==> config.mk <==
export PLATFORM = sky130hd
export DESIGN_NAME = arc4_crack_flat
export DESIGN_NICKNAME = d
export VERILOG_FILES = /design/src/rtl/arc4_crack_pkg.sv /design/src/rtl/arc4_crack_if.sv /design/src/rtl/arc4_crack_pt_checker.sv /design/src/rtl/arc4_crack.sv /design/src/flat_wrapper.sv
export SDC_FILE = /design/constraint.sdc
export NUM_CORES = 1
export LEC_CHECK = 0
export CORE_MARGIN = 1.5
export CORE_UTILIZATION = 50
export CTS_CLUSTER_SIZE = 24
export DETAILED_ROUTE_END_ITERATION = 8
export PLACE_DENSITY = 0.8
export SYNTH_ARGS = -nofsm -noshare
export SYNTH_HDL_FRONTEND = slang
export SYNTH_HIERARCHICAL = 1
export SYNTH_SLANG_ARGS = --single-unit
==> constraint.sdc <==
create_clock -name clk -period 3.7 [get_ports clk]
set_input_delay 1.11 -clock clk [delete_from_list [all_inputs] [get_ports clk]]
set_output_delay 1.11 -clock clk [all_outputs]
set_load 0.05 [all_outputs]
==> src/rtl/arc4_crack_pkg.sv <==
// Shared types and constants for the arc4 key-search initiator and its plaintext checker.
package arc4_crack_pkg;

  typedef logic [2:0] state_t;

  localparam state_t StIdle     = 3'd0;
  localparam state_t StStart    = 3'd1;
  localparam state_t StWaitBusy = 3'd2;
  localparam state_t StWaitDone = 3'd3;
  localparam state_t StRdLen    = 3'd4;
  localparam state_t StScan     = 3'd5;
  localparam state_t StNextKey  = 3'd6;
  localparam state_t StDone     = 3'd7;

  localparam logic [7:0] PT_LEN_ADDR = 8'd0;
  localparam logic [7:0] PRINT_LO    = 8'h20;
  localparam logic [7:0] PRINT_HI    = 8'h7E;

  function automatic logic is_print(input logic [7:0] b);
    return (b >= PRINT_LO) && (b <= PRINT_HI);
  endfunction

endpackage

==> src/rtl/arc4_crack_if.sv <==
// arc4 start/ready handshake plus the plaintext memory port that the cracker arbitrates.
interface arc4_crack_if;
  logic        a4_en;
  logic        a4_rdy;
  logic [23:0] a4_key;
  logic [7:0]  a4_pt_addr;
  logic [7:0]  a4_pt_wrdata;
  logic        a4_pt_wren;
  logic [7:0]  pt_addr;
  logic [7:0]  pt_wrdata;
  logic        pt_wren;
  logic [7:0]  pt_rddata;

  modport master (
    output a4_en, a4_key, pt_addr, pt_wrdata, pt_wren,
    input  a4_rdy, a4_pt_addr, a4_pt_wrdata, a4_pt_wren, pt_rddata
  );

  modport slave (
    input  a4_en, a4_key, pt_addr, pt_wrdata, pt_wren,
    output a4_rdy, a4_pt_addr, a4_pt_wrdata, a4_pt_wren, pt_rddata
  );
endinterface

==> src/rtl/arc4_crack_pt_checker.sv <==
// Reads the length byte then scans the plaintext one byte per cycle against the printable range.
module arc4_crack_pt_checker
  import arc4_crack_pkg::*;
(
  input  logic       clk,
  input  logic       rst_n,
  input  logic       start_i,
  input  logic [7:0] rddata_i,
  output logic [7:0] addr_o,
  output logic       len_ok_o,
  output logic       done_o,
  output logic       pass_o
);

  localparam logic [1:0] ChkIdle = 2'd0;
  localparam logic [1:0] ChkLen  = 2'd1;
  localparam logic [1:0] ChkScan = 2'd2;

  logic [1:0] cst_q, cst_d;
  // Ninth bit lets the pipeline present "addr 256" while byte 255 is checked, with no wrap.
  logic [8:0] addr_q, addr_d;
  logic [7:0] len_q, len_d;

  always_comb begin
    cst_d    = cst_q;
    addr_d   = addr_q;
    len_d    = len_q;
    len_ok_o = 1'b0;
    done_o   = 1'b0;
    pass_o   = 1'b0;
    case (cst_q)
      ChkIdle: begin
        addr_d = {1'b0, PT_LEN_ADDR};
        if (start_i) begin
          cst_d  = ChkLen;
          addr_d = 9'd1;
        end
      end
      ChkLen: begin
        if (rddata_i == 8'd0) begin
          done_o = 1'b1;
          cst_d  = ChkIdle;
          addr_d = 9'd0;
        end else begin
          len_ok_o = 1'b1;
          len_d    = rddata_i;
          addr_d   = addr_q + 9'd1;
          cst_d    = ChkScan;
        end
      end
      ChkScan: begin
        if (!is_print(rddata_i)) begin
          done_o = 1'b1;
          cst_d  = ChkIdle;
          addr_d = 9'd0;
        end else if ((addr_q - 9'd1) == {1'b0, len_q}) begin
          done_o = 1'b1;
          pass_o = 1'b1;
          cst_d  = ChkIdle;
          addr_d = 9'd0;
        end else begin
          addr_d = addr_q + 9'd1;
        end
      end
      default: begin
        cst_d  = ChkIdle;
        addr_d = 9'd0;
      end
    endcase
  end

  always_ff @(posedge clk or negedge rst_n) begin
    if (!rst_n) begin
      cst_q  <= ChkIdle;
      addr_q <= 9'd0;
      len_q  <= 8'd0;
    end else begin
      cst_q  <= cst_d;
      addr_q <= addr_d;
      len_q  <= len_d;
    end
  end

  assign addr_o = addr_q[7:0];

endmodule

==> src/rtl/arc4_crack.sv <==
// Key-search initiator: steps arc4 through keys and accepts the first one whose plaintext is printable.
module arc4_crack
  import arc4_crack_pkg::*;
#(
  parameter logic [23:0] KEY_START = 24'h000000,
  parameter logic [23:0] KEY_MAX   = 24'hFFFFFF
) (
  input  logic         clk,
  input  logic         rst_n,
  input  logic         en_i,
  output logic         rdy_o,
  output logic         key_valid_o,
  output logic [23:0]  key_o,
  arc4_crack_if.master a4_if
);

  state_t      state_q, state_d;
  logic [23:0] a4_key_q, a4_key_d;
  logic [23:0] key_q, key_d;
  logic        key_valid_q, key_valid_d;
  logic        a4_en;
  logic        chk_start, chk_len_ok, chk_done, chk_pass;
  logic [7:0]  chk_addr;
  logic        arc4_owns_pt;

  arc4_crack_pt_checker u_checker (
    .clk      (clk),
    .rst_n    (rst_n),
    .start_i  (chk_start),
    .rddata_i (a4_if.pt_rddata),
    .addr_o   (chk_addr),
    .len_ok_o (chk_len_ok),
    .done_o   (chk_done),
    .pass_o   (chk_pass)
  );

  assign chk_start = (state_q == StRdLen);

  always_comb begin
    state_d     = state_q;
    a4_key_d    = a4_key_q;
    key_d       = key_q;
    key_valid_d = key_valid_q;
    a4_en       = 1'b0;
    case (state_q)
      StIdle: begin
        if (en_i) begin
          state_d     = StStart;
          a4_key_d    = KEY_START;
          key_valid_d = 1'b0;
        end
      end
      StStart: begin
        if (a4_if.a4_rdy) begin
          a4_en   = 1'b1;
          state_d = StWaitBusy;
        end
      end
      StWaitBusy: if (!a4_if.a4_rdy) state_d = StWaitDone;
      StWaitDone: if (a4_if.a4_rdy) state_d = StRdLen;
      StRdLen: begin
        // A zero length byte is a reject before any scan starts.
        if (chk_done) begin
          state_d = (a4_key_q == KEY_MAX) ? StDone : StNextKey;
        end else if (chk_len_ok) begin
          state_d = StScan;
        end
      end
      StScan: begin
        if (chk_done) begin
          if (chk_pass) begin
            key_d       = a4_key_q;
            key_valid_d = 1'b1;
            state_d     = StDone;
          end else begin
            state_d = (a4_key_q == KEY_MAX) ? StDone : StNextKey;
          end
        end
      end
      StNextKey: begin
        a4_key_d = a4_key_q + 24'd1;
        state_d  = StStart;
      end
      StDone:  state_d = StIdle;
      default: state_d = StIdle;
    endcase
  end

  always_ff @(posedge clk or negedge rst_n) begin
    if (!rst_n) begin
      state_q     <= StIdle;
      a4_key_q    <= KEY_START;
      key_q       <= 24'd0;
      key_valid_q <= 1'b0;
    end else begin
      state_q     <= state_d;
      a4_key_q    <= a4_key_d;
      key_q       <= key_d;
      key_valid_q <= key_valid_d;
    end
  end

  assign arc4_owns_pt = (state_q == StStart) || (state_q == StWaitBusy) ||
                        (state_q == StWaitDone);

  assign a4_if.pt_addr   = arc4_owns_pt ? a4_if.a4_pt_addr   : chk_addr;
  assign a4_if.pt_wrdata = arc4_owns_pt ? a4_if.a4_pt_wrdata : 8'd0;
  assign a4_if.pt_wren   = arc4_owns_pt ? a4_if.a4_pt_wren   : 1'b0;
  assign a4_if.a4_en     = a4_en;
  assign a4_if.a4_key    = a4_key_q;

  assign rdy_o       = (state_q == StIdle);
  assign key_valid_o = key_valid_q;
  assign key_o       = key_q;

endmodule
==> src/flat_wrapper.sv <==
// flat-port wrapper written by rule: the top's interface ports become plain ports
module arc4_crack_flat import arc4_crack_pkg::*;
#(
  parameter logic [23:0] KEY_START = 24'h000000,
  parameter logic [23:0] KEY_MAX   = 24'hFFFFFF
)
  (clk, rst_n, en_i, rdy_o, key_valid_o, key_o, a4_if_a4_en, a4_if_a4_key, a4_if_pt_addr, a4_if_pt_wrdata, a4_if_pt_wren, a4_if_a4_rdy, a4_if_a4_pt_addr, a4_if_a4_pt_wrdata, a4_if_a4_pt_wren, a4_if_pt_rddata);
  arc4_crack_if a4_if_i ();
  input  logic clk;
  input  logic rst_n;
  input  logic en_i;
  output logic rdy_o;
  output logic key_valid_o;
  output logic [23:0] key_o;
  output wire logic [$bits(a4_if_i.a4_en)-1:0] a4_if_a4_en;
  output wire logic [$bits(a4_if_i.a4_key)-1:0] a4_if_a4_key;
  output wire logic [$bits(a4_if_i.pt_addr)-1:0] a4_if_pt_addr;
  output wire logic [$bits(a4_if_i.pt_wrdata)-1:0] a4_if_pt_wrdata;
  output wire logic [$bits(a4_if_i.pt_wren)-1:0] a4_if_pt_wren;
  input wire logic [$bits(a4_if_i.a4_rdy)-1:0] a4_if_a4_rdy;
  input wire logic [$bits(a4_if_i.a4_pt_addr)-1:0] a4_if_a4_pt_addr;
  input wire logic [$bits(a4_if_i.a4_pt_wrdata)-1:0] a4_if_a4_pt_wrdata;
  input wire logic [$bits(a4_if_i.a4_pt_wren)-1:0] a4_if_a4_pt_wren;
  input wire logic [$bits(a4_if_i.pt_rddata)-1:0] a4_if_pt_rddata;
  assign a4_if_a4_en = a4_if_i.a4_en;
  assign a4_if_a4_key = a4_if_i.a4_key;
  assign a4_if_pt_addr = a4_if_i.pt_addr;
  assign a4_if_pt_wrdata = a4_if_i.pt_wrdata;
  assign a4_if_pt_wren = a4_if_i.pt_wren;
  assign a4_if_i.a4_rdy = a4_if_a4_rdy;
  assign a4_if_i.a4_pt_addr = a4_if_a4_pt_addr;
  assign a4_if_i.a4_pt_wrdata = a4_if_a4_pt_wrdata;
  assign a4_if_i.a4_pt_wren = a4_if_a4_pt_wren;
  assign a4_if_i.pt_rddata = a4_if_pt_rddata;
  arc4_crack #(.KEY_START(KEY_START), .KEY_MAX(KEY_MAX)) u_core (.clk(clk), .rst_n(rst_n), .en_i(en_i), .rdy_o(rdy_o), .key_valid_o(key_valid_o), .key_o(key_o), .a4_if(a4_if_i));
endmodule
# Word-level counts from Yosys, hierarchy flattened
# Index checks and enable logic that the tools add are counted.
[word_totals]
in_bits = 29
output_inout_bits = 68
regBits = 71
[classes]
magnitude_cmp = 2
muxes = 39
n_bitwise = 1
n_reduce_logical = 14
eq_ne = 20
n_addsub = 3
[op_table]
columns = ["op", "count"]
rows = [
  ["case mux 24 bit (2 select lines)", 1],
  ["2-to-1 mux 9 bit", 3],
  ["case mux 9 bit (3 select lines)", 1],
  ["adder 24 x 1 -> 24 bit (second input constant)", 1],
  ["equality test 24 bit (second input constant)", 1],
  ["2-to-1 mux 24 bit", 1],
  ["2-to-1 mux 3 bit", 8],
  ["case mux 3 bit (8 select lines)", 1],
  ["2-to-1 mux 8 bit", 2],
  ["2-to-1 mux 1 bit", 15],
  ["equality test 3 bit (second input constant)", 4],
  ["adder 9 x 1 -> 9 bit (second input constant)", 1],
  ["equality test 9 x 8 -> 1 bit", 1],
  ["subtractor 9 x 1 -> 9 bit (second input constant)", 1],
  [">= comparator 8 x 6 -> 1 bit (second input constant)", 1],
  ["<= comparator 8 x 7 -> 1 bit (second input constant)", 1],
  ["zero test 8 bit", 1],
  ["2-to-1 mux 2 bit", 4],
  ["inequality test 2 bit (second input constant)", 4],
  ["equality test 3 x 2 -> 1 bit (second input constant)", 2],
  ["inequality test 2 x 1 -> 1 bit (second input constant)", 3],
  ["inequality test 3 bit (second input constant)", 2],
  ["case mux 2 bit (3 select lines)", 1],
  ["AND reduction 2 bit", 3],
  ["other kinds (13)", 16],
]

# Logic depth before layout (Yosys ltp)
[logic_depth]
ltp_word = 8
mapped_depth = 13

# Cells and area by module
# Netlist, hierarchy kept.
[modules_own_cells]
columns = ["mod", "n_inst", "cells_each", "area_per_inst_um2"]
rows = [
  ["arc4_crack", 1, 226, 2580.0],
  ["arc4_crack_pt_checker", 1, 168, 1487.7],
]

# Worst setup path before layout
# No wires, ideal clock.
[synth_path]
kind = "input to output"
startpoint = "in a4_if_a4_rdy"
endpoint = "out a4_if_a4_en"
stages = 2
arrival_time_ns = 2.226
setup_slack_ns = 0.364
path_cell_list = "nand2_1 -> nor3_1"
[synth_via]
elab_chain_cells = 2
[synth_lines]
columns = ["item", "line", "text"]
rows = [
  ["start, declared", "flat_wrapper.sv:20", "input wire logic [$bits(a4_if_i.a4_rdy)-1:0] a4_if_a4_rdy;"],
  ["2-to-1 mux 1 bit", "arc4_crack.sv:54", "if (a4_if.a4_rdy) begin"],
  ["2-to-1 mux 1 bit", "arc4_crack.sv:45", "case (state_q)"],
  ["end, declared", "flat_wrapper.sv:15", "output wire logic [$bits(a4_if_i.a4_en)-1:0] a4_if_a4_en;"],
]
# No other way between the ends.

# Worst setup path in the final report
# Ends and elaborated chain as after synthesis.

==> results_dict.tcl <==
set metrics [dict create \
    syn_to_final_growth_pct 30.24 \
    synth_fp_nets 430 \
    drive_above_1_share 0.1918 \
    dp_hpwl_um 7242 \
    antenna_found_initial 0 \
    drcViolationCount 0 \
    initial_core_util 0.5210 \
    ys_seq_area_frac 0.4368 \
    grt_start_max_net_pins 35 \
    clk_pin_slew_ps 80 \
    start_kind "input pin" \
    post-route-period-util 0.8999 \
    synth_cell_types 67 \
    hp-start "u_core/key_valid_o" \
    placed_cell_area_um2 5099 \
    arrival_ps 2220 \
    synth_top_area_frac 0.4368 \
    ioPinCount 97 \
    ant_nets 0 \
    ys_seq_elements 71 \
    crit_type "input pin to primary output" \
    synth.top_cells.by_area "dfrtp_1, mux2_2, nand2_1" \
    layout_setup_ws_ps 370.5 \
    rsz0062_at_grt "false" \
    cts-resized-gates 0 \
    ys.flop_type "dfrtp_1" \
    synthArstFlopShare 1.000 \
    r2r-start "u_core/u_checker/addr_q[0]" \
    post-cts-setup-buffers 0 \
    clk_path_buf_depth 2 \
    track_usage 0.2414 \
    dieArea_um2 8685 \
    final_cell_area_um2 5298 \
    portBuffers 96 \
    synth_edf_count 0 \
    clk_root_buffer_cell "clkbuf_8" \
    place_ws_ps 75.54 \
    wirelength_um 10050 \
    layout_min_cycle_time_ps 3330 \
    cp.required_ps 2590 \
    path_cells "clkdlybuf4s50_1 > nand2_1 > nor3_1 > buf_12" \
    power_density_nw_per_um2 588.5 \
    slew_headroom 0.4950 \
    clock-sinks 71 \
    cts_tree "built" \
    p_leak_nw 2.300 \
    grt_first_pass_wirelength_um 16660 \
    worstSkewPairLatency_ps 350 \
    status "finished, final reports clean" \
    worstPathMaxFanout 3 \
    h-tree-depth 3 \
    yosysWarningCount 6 \
    design.core.area_um2 7807 \
    grt_pass1_vias 3392 \
    syn-instance-count 394 \
    die_h_um 93.20 \
    fin_tns_setup_ps 0 \
    synth_top_cell_by_area "dfrtp_1" \
    core.rowCount 32 \
    drtIter0Drc 140 \
    nets 516 \
    gp_congestion 1.009 \
    n_antenna_cell 0 \
    vias 3401 \
    drv_slew 0 \
    maxCapViolCount 0 \
    worst_path_max_delay_cell "clkdlybuf4s50_1" \
    setup_viol 0 \
    cp-end-kind "primary output" \
    overflow 0 \
    postCtsHoldBufs 0 \
    ir_worst_vdd_mv 0.3146 \
    hold_path.class "register to register" \
    cp_slowest_stage_delay_ps 500 \
    fin_util 0.6785 \
    syn-mean-instance-area_um2 10.32 \
    synth_area_um2 4068 \
    die_x_um 93.20 \
    worstMarginPinSlew_ps 750.6 \
    timing_hold_violations_final 0 \
    avgViaCountPerCell 5.794 \
    cp-startpoint "a4_if_a4_rdy" \
    routedWlPerCell_um 17.12 \
    clock.fmax_ghz 0.3003 \
    dr.pass1.iters 4 \
    cts-buffers-inserted 9 \
    skew_ps 11.09 \
]
flip-flops by register name (all words and copies together) (netlist names):
name and flops:
u_core/u_checker/len_q 8, u_core/state_q 3, u_core/u_checker/addr_q 9, u_core/key_o 24, u_core/key_valid_o 1, u_core/a4_if.a4_key 24, u_core/u_checker/cst_q 2
critical path, delay by kind of cell:
family	cells	cell delay (ps)
AND/OR/NAND/NOR	2	420
buffers and inverters	2	690
logic make-up (layout without fill, tap and decap cells):
family / after synthesis / in the layout / share of synthesized area
and+or+nand+nor: 138 / 138 / 0.1923
AOI/OAI and AO/OA: 83 / 83 / 0.1501
DFF: 71 / 71 / 0.4368
muxes: 38 / 38 / 0.1034
buffers and inverters: 37 / 128 / 0.05291
xor gates and xnor gates: 20 / 20 / 0.04306
adders and majority gates: 7 / 7 / 0.02153
routing by layer:
| metal | GRT usage | part of all wire | vias to the layer above |
|---|---|---|---|
| met4 | 0.08965 | 0.020 | 0 |
| met3 | 0.04878 | 0.053 | 18 |
| li1 | - | - | 1613 |
| met2 | 0.3942 | 0.50 | 112 |
| met5 | 0 | 0 | - |
| met1 | 0.3172 | 0.43 | 1658 |
cell usage in the layout (no fill, tap or decap), drive strengths merged, types with 2 or more instances in the layout:
| cell | netlist | routed |
|---|---|---|
| and2 | 12 | 12 |
| a211oi | 3 | 3 |
| nand2 | 37 | 37 |
| o22ai | 3 | 3 |
| nand3 | 27 | 27 |
| dfrtp | 71 | 71 |
| a21oi | 8 | 8 |
| o31ai | 8 | 8 |
| or4 | 5 | 5 |
| a31oi | 3 | 3 |
| nor2b | 4 | 4 |
| nand3b | 2 | 2 |
| mux2i | 6 | 6 |
| clkinv | 0 | 4 |
| xor2 | 5 | 5 |
| o21ai | 19 | 19 |
| ha | 7 | 7 |
| clkbuf | 11 | 11 |
| nor2 | 15 | 15 |
| nand4 | 6 | 6 |
| mux2 | 32 | 32 |
| buf | 16 | 25 |
| o21a | 2 | 2 |
| a311oi | 9 | 9 |
| nand2b | 2 | 2 |
| clkdlybuf4s50 | 0 | 77 |
| and4 | 4 | 4 |
| and3 | 5 | 5 |
| nor3 | 13 | 13 |
| o211ai | 7 | 7 |
| inv | 10 | 10 |
| xnor2 | 15 | 15 |
| o21bai | 2 | 2 |
| a21o | 4 | 4 |
| a22o | 4 | 4 |
| o2111ai | 2 | 2 |
layout make-up:
type | count | area (um2)
fill | 603 | 2510
sequential | 71 | 1777
clock inverter | 5 | 57.56
inverter | 10 | 37.54
timing repair buffer | 102 | 1081
tap | 102 | 127.6
clock buffer | 11 | 141.4
multi-input combinational | 286 | 2076
per-stage QoR:
step | cells | hold slack, ps | total power (W)
CTS | 587 | 513.7 | 0.003133
finish | 587 | 507.3 | 0.003117
global route | 587 | 527.4 | 0.003277
detailed placement | 571 | 495.4 | 0.002502
global placement | 571 | 475.0 | 0.002463
floorplan | 394 | 465.2 | 0.002040
Yosys cell counts, types with 5 or more instances:
cell type / instances
nand2_1: 36
nor2_1: 14
nand3_1: 27
inv_1: 10
and3_1: 5
o31ai_1: 8
xor2_1: 5
buf_4: 9
mux2i_1: 6
xnor2_1: 15
and2_1: 11
clkbuf_1: 8
mux2_2: 32
o211ai_1: 7
o21ai_0: 18
nor3_1: 10
nand4_1: 5
dfrtp_1: 71
a311oi_1: 9
ha_1: 7
a21oi_1: 8
path summary, 6_finish.rpt:
| path | depth (start not counted) | slack [ps] | endpoint |
|---|---|---|---|
| setup / recovery | 4 | 370 | a4_if_a4_en |
| hold / removal | 1 | 510 | u_core/key_valid_o |
| setup reg to reg | 10 | 480 | u_core/key_o[23] |
| hold reg to reg | 1 | 510 | u_core/key_valid_o |
| max in group asynchronous | 2 | 2110 | u_core/key_o[7] |
| min in group asynchronous | 1 | 820 | u_core/u_checker/len_q[7] |
report_power, final:
part           internal [W]  switching (W)
logic              0.000618       0.000888
registers          0.000853       0.000133
clock network      0.000330       0.000296
Power figures use the tool's default switching activity.
